$ cat src/rtl/sample_pack_fifo.sv
`default_nettype none
// ============================================================================
//  Module   : sample_pack_fifo
//  Purpose  : Single-clock width-converting FIFO. Accepts one DW-bit sample
//             per cycle and returns RATIO samples packed into one
//             DW*RATIO-bit word per read (oldest sample in lane 0).
//  Ports    : clk, resetn (async active-low), flush (sync clear)
//             wr_en/din          - sample write side
//             rd_en/dout/dout_valid - packed word read side (1-cycle latency)
//             full, almost_full, empty, level - occupancy status (samples)
//             overflow, underflow - sticky error flags
//  Revision : 1.0 - initial release
// ============================================================================
module sample_pack_fifo #(
  parameter int DW       = 12,
  parameter int RATIO    = 4,
  parameter int DEPTH    = 128,
  parameter int AF_LEVEL = 96
) (
  input  logic                     clk,
  input  logic                     resetn,
  input  logic                     flush,
  input  logic                     wr_en,
  input  logic [DW-1:0]            din,
  output logic                     full,
  output logic                     almost_full,
  input  logic                     rd_en,
  output logic [DW*RATIO-1:0]      dout,
  output logic                     dout_valid,
  output logic                     empty,
  output logic [$clog2(DEPTH):0]   level,
  output logic                     overflow,
  output logic                     underflow
);

  localparam int AW    = $clog2(DEPTH);   // sample pointer width
  localparam int LW    = $clog2(RATIO);   // lane-select width
  localparam int WORDS = DEPTH / RATIO;
  localparam int WAW   = AW - LW;         // word pointer width
  localparam int LVW   = AW + 1;          // level width (0..DEPTH)

  // Elaboration-time parameter sanity checks
  if (((DEPTH & (DEPTH - 1)) != 0) || ((DEPTH % RATIO) != 0)) begin : g_bad_depth
    $error("sample_pack_fifo: DEPTH must be a power of two and a multiple of RATIO");
  end
  if (((RATIO & (RATIO - 1)) != 0) || (RATIO < 1) || (DEPTH < 2 * RATIO)) begin : g_bad_ratio
    $error("sample_pack_fifo: RATIO must be a power of two and DEPTH >= 2*RATIO");
  end

  // State registers
  logic [AW-1:0]          wr_ptr_q,     wr_ptr_d;
  logic [WAW-1:0]         rd_ptr_q,     rd_ptr_d;
  logic [LVW-1:0]         level_q,      level_d;
  logic [DW*RATIO-1:0]    dout_q,       dout_d;
  logic                   dout_valid_q, dout_valid_d;
  logic                   overflow_q,   overflow_d;
  logic                   underflow_q,  underflow_d;

  logic                   wr_accept;
  logic                   rd_accept;
  logic [WAW-1:0]         wr_word;
  logic [RATIO-1:0]       wr_lane_sel;
  logic [RATIO-1:0][DW-1:0] rd_lanes;

  // Status flags are decoded from the registered level only, so there is
  // no combinational path from wr_en/rd_en to any flag.
  assign full        = (level_q == LVW'(DEPTH));
  assign almost_full = (level_q >= LVW'(AF_LEVEL));
  assign empty       = (level_q <  LVW'(RATIO));

  // Flush blocks both accepts so no memory write or pointer move happens.
  assign wr_accept = wr_en & ~full  & ~flush;
  assign rd_accept = rd_en & ~empty & ~flush;

  // Upper sample-pointer bits pick the word, lower bits pick the lane.
  assign wr_word = wr_ptr_q[AW-1:LW];

  if (RATIO == 1) begin : g_lane_sel_r1
    assign wr_lane_sel = 1'b1;
  end else begin : g_lane_sel_rn
    assign wr_lane_sel = RATIO'(1) << wr_ptr_q[LW-1:0];
  end

  // One narrow memory per lane; together they form the DEPTH/RATIO x
  // DW*RATIO dual-port array with per-lane write enables.
  for (genvar k = 0; k < RATIO; k++) begin : g_lane
    logic [DW-1:0] lane_mem [WORDS];

    always_ff @(posedge clk) begin
      if (wr_accept && wr_lane_sel[k]) begin
        lane_mem[wr_word] <= din;
      end
    end

    assign rd_lanes[k] = lane_mem[rd_ptr_q];
  end

  always_comb begin
    wr_ptr_d     = wr_ptr_q;
    rd_ptr_d     = rd_ptr_q;
    level_d      = level_q;
    dout_d       = dout_q;
    dout_valid_d = 1'b0;
    overflow_d   = overflow_q;
    underflow_d  = underflow_q;

    if (flush) begin
      // dout deliberately keeps its last value.
      wr_ptr_d     = '0;
      rd_ptr_d     = '0;
      level_d      = '0;
      overflow_d   = 1'b0;
      underflow_d  = 1'b0;
    end else begin
      if (wr_accept) begin
        wr_ptr_d = wr_ptr_q + AW'(1);
      end
      if (rd_accept) begin
        rd_ptr_d = rd_ptr_q + WAW'(1);
        dout_d   = rd_lanes;
      end
      dout_valid_d = rd_accept;
      level_d      = level_q + LVW'(wr_accept) - (rd_accept ? LVW'(RATIO) : '0);
      if (wr_en && full) begin
        overflow_d = 1'b1;
      end
      if (rd_en && empty) begin
        underflow_d = 1'b1;
      end
    end
  end

  always_ff @(posedge clk or negedge resetn) begin
    if (!resetn) begin
      wr_ptr_q     <= '0;
      rd_ptr_q     <= '0;
      level_q      <= '0;
      dout_q       <= '0;
      dout_valid_q <= 1'b0;
      overflow_q   <= 1'b0;
      underflow_q  <= 1'b0;
    end else begin
      wr_ptr_q     <= wr_ptr_d;
      rd_ptr_q     <= rd_ptr_d;
      level_q      <= level_d;
      dout_q       <= dout_d;
      dout_valid_q <= dout_valid_d;
      overflow_q   <= overflow_d;
      underflow_q  <= underflow_d;
    end
  end

  assign dout       = dout_q;
  assign dout_valid = dout_valid_q;
  assign level      = level_q;
  assign overflow   = overflow_q;
  assign underflow  = underflow_q;

endmodule
`default_nettype wire

$ cat config.mk
export PLATFORM = sky130hd
export DESIGN_NAME = sample_pack_fifo
export DESIGN_NICKNAME = d
export VERILOG_FILES = /design/src/rtl/sample_pack_fifo.sv
export SDC_FILE = /design/constraint.sdc
export NUM_CORES = 2
export LEC_CHECK = 0
export ABC_AREA = 0
export CAP_MARGIN = 20
export CORE_MARGIN = 2
export CORE_UTILIZATION = 25
export CTS_CLUSTER_DIAMETER = 120
export DETAILED_ROUTE_END_ITERATION = 6
export DONT_BUFFER_PORTS = 1
export PLACE_DENSITY = 0.36
export SYNTH_ARGS = -nofsm -noshare
export SYNTH_HDL_FRONTEND = slang
export SYNTH_SLANG_ARGS = --single-unit
$ cat constraint.sdc
create_clock -name clk -period 4.4 [get_ports clk]
set_input_delay 0.88 -clock clk [delete_from_list [all_inputs] [get_ports clk]]
set_output_delay 0.88 -clock clk [all_outputs]
set_load 0.01 [all_outputs]
==> results.cfg <==
[run_status]
status = completed

[yosys]
ys_warn_count = 0
synth_edf_count = 1536
syn-cell-area_um2 = 62610
syn_area_per_cell_um2 = 19.73
synth-seq-area-share = 0.7651
synth.distinct_cells = 50
synth_seq_cells = 1607
synth_fp_nets = 3212
synth_flop_cell = edfxtp_1
synthesis.instances = 3174
synthArstFlopShare = 0.04418

[grt]
grtUsageTotal = 0.1495
grt_pass1_wl_um = 269300
grt_pass1_vias = 32337
grt_start_max_net_pins = 129
overflow = 0
antenna_found_initial = 8

[worst_setup_path]
crit_fanout = 6
cp-start-kind = flip-flop
endpoint_kind = flip-flop
cp.required_ns = 5.08
worstReg2RegStart = level[5]
crit_start = level[5]
criticalPathCategory = flip-flop to flip-flop
cp.arrival_ns = 4.05

[routing]
route.detailed.drc = 0
vias = 31208
wl_per_cell_um = 28.08
routed_wl_um = 192500
ant_nets = 0
first_iter_violations = 2506
vias_per_cell = 4.553
drt-pass1-iter-count = 5

[die]
core-area_um2 = 248900
die_h_um = 504.4
die_w_um = 504.4
initial_core_util = 0.2516
rows = 183
dieArea_um2 = 254500
ios = 79

[cts]
post-cts-setup-buffer-count = 0
htree_levels = 4
cts-resized-gates = 0
cts_buffer_depth = 3
clkLatencyLatePin_ns = 0.82
clkSlewWorstSetupHoldPaths_ns = 0.06
cts_tree = built
cts_buffers = 178
numClockSinks = 1607
ctsRootBufferMaster = clkbuf_16

[power_and_ir_drop]
p_total_mw = 38.71
leakagePower_nw = 22.72
vdd_drop_max_uv = 336.8
p_per_area_nw_per_um2 = 528.0

[sta]
rsz0062_at_grt = false
clock_skew_ns = 0.02362
tightest_slew_ns = 1.070
fin_crit_ns = 3.370
setup_ws_ns = 1.030
finalCritPeriodShare = 0.7658
max_clock_freq_mhz = 296.8
setup_tns_ns = 0
final-setup-viol-count = 0
final_hold_viol_count = 0
relSlewSlack = 0.2869
finalMaxSlewViolations = 0

[placement]
port-buffer-count = 0
place_ws_ns = 1.022
hpwlAfterDp_um = 109800
gp_congestion = 0.7131

[cells_and_area]
drive_gt1_frac = 0.2203
nets = 3407
area_delta_synth_final_pct = 17.10

[hold_path]
worstHoldStart = flush
hp-class = input port to flip-flop

[job]
cap_violations = 0
per-layer routing:
metal / part of all wire / vias to the layer above / track usage
met5: 0 / - / 0
met4: 0.020 / 0 / 0.03458
met3: 0.042 / 195 / 0.02790
met2: 0.47 / 582 / 0.2386
met1: 0.47 / 16929 / 0.2104
li1: - / 13502 / -
kinds of logic (layout without fill, tap and decap cells):
logic type,Yosys count,count (layout),synth area share
flops,1607,1607,0.7651
mux,484,484,0.1269
fa+ha+maj,21,21,0.004197
compound gates,490,490,0.06119
other cells,0,7,0
buf+inv,272,616,0.02212
simple gates,287,287,0.01871
xor+xnor,13,13,0.001819
cell usage in the layout (no fill, tap or decap), drive strengths merged, types with 4 or more instances in the layout:
cell type | synthesis | layout
xor2 | 4 | 4
dfrtp | 71 | 71
mux2 | 48 | 48
o21ai | 53 | 53
mux2i | 193 | 193
edfxtp | 1536 | 1536
bufinv | 0 | 13
inv | 66 | 75
buf | 129 | 219
nor3b | 5 | 5
clkinv | 1 | 65
nor2b | 6 | 6
xnor2 | 9 | 9
o221ai | 94 | 94
nand2 | 98 | 98
a221o | 47 | 47
o31ai | 46 | 46
nor2 | 155 | 155
ha | 21 | 21
mux4 | 243 | 243
diode | 0 | 7
clkbuf | 76 | 242
a22o | 138 | 138
a211oi | 46 | 46
a21oi | 55 | 55
sequential cells by signal, summed over array words and instances, names as in the netlist:
register,cells
dout,48
wr_ptr_q,7
overflow,1
rd_ptr_q,5
dout_valid,1
g_lane.lane_mem,1536
underflow,1
level,8
through the flow:
step	std cells	util	hold slack [ns]	instance area, µm²
5_1_grt	6849	0.2945	0.07273	73300
3_5_place_dp	6517	0.2716	0.5558	67610
2_1_floorplan	3174	-	0.5144	62610
3_3_place_gp	6517	0.2716	0.5681	67610
4_1_cts	6848	0.2945	0.04293	73300
6_report	6855	0.2946	0.1289	73310
layout make-up:
cell class	count	area, µm²
sequential	1607	47920
multi-input combinational	1295	13400
tap	3330	4167
clock buffer	242	4848
antenna	7	17.52
timing repair buffer	220	1912
inverter	67	251.5
clock inverter	87	804.5
fill	24461	175600
timing repair:
action / in CTS / in global routing
hold buffers: 2 / 0
endpoints found under the setup margin: 0 / 0
hold endpoints to repair: 71 / 0
critical path, cell delays in order (launching register included):
cell     delay (ns)
dfrtp_1        0.45
inv_1          0.11
ha_1           0.21
nor3b_1        0.16
o21ai_2        0.24
inv_1          0.17
or3_4          0.36
ha_1           0.33
inv_1          0.05
ha_1           0.17
a211o_1        0.29
a21o_1         0.19
a21oi_1        0.26
or3_1          0.16
nand4_1        0.09
power breakdown:
| group | switching (mW) | leakage [nW] | internal, mW |
|---|---|---|---|
| Clock | 6.18 | 2.76 | 8.47 |
| Sequential | 0.790 | 14.7 | 17.0 |
| Combinational | 3.33 | 5.26 | 2.92 |
| Total | 10.3 | 22.7 | 28.4 |
worst paths after layout:
kind	to	slack, ns	cells after the start
setup / recovery	level[7]	1.03	14
min in group asynchronous	dout[7]	0.66	2
setup reg to reg	level[7]	1.03	14
hold reg to reg	underflow	0.58	2
hold / removal	rd_ptr_q[2]	0.13	1
max in group asynchronous	dout[21]	3.08	2
Yosys cell counts (21+ instances only):
master,instances,area share
a221o_1,47,0.0075
mux2_2,48,0.0086
mux2i_1,193,0.031
clkbuf_1,71,0.0043
o21ai_0,50,0.0040
mux4_2,243,0.087
nor2_1,154,0.0092
o221ai_1,94,0.013
edfxtp_1,1536,0.74
a22o_1,138,0.019
dfrtp_1,71,0.028
a211oi_1,46,0.0055
ha_1,21,0.0042
buf_2,84,0.0067
o31ai_1,46,0.0055
nand2_1,98,0.0059
a21oi_1,55,0.0044
inv_1,66,0.0040
Note: power is estimated with default switching activity, not from simulation.
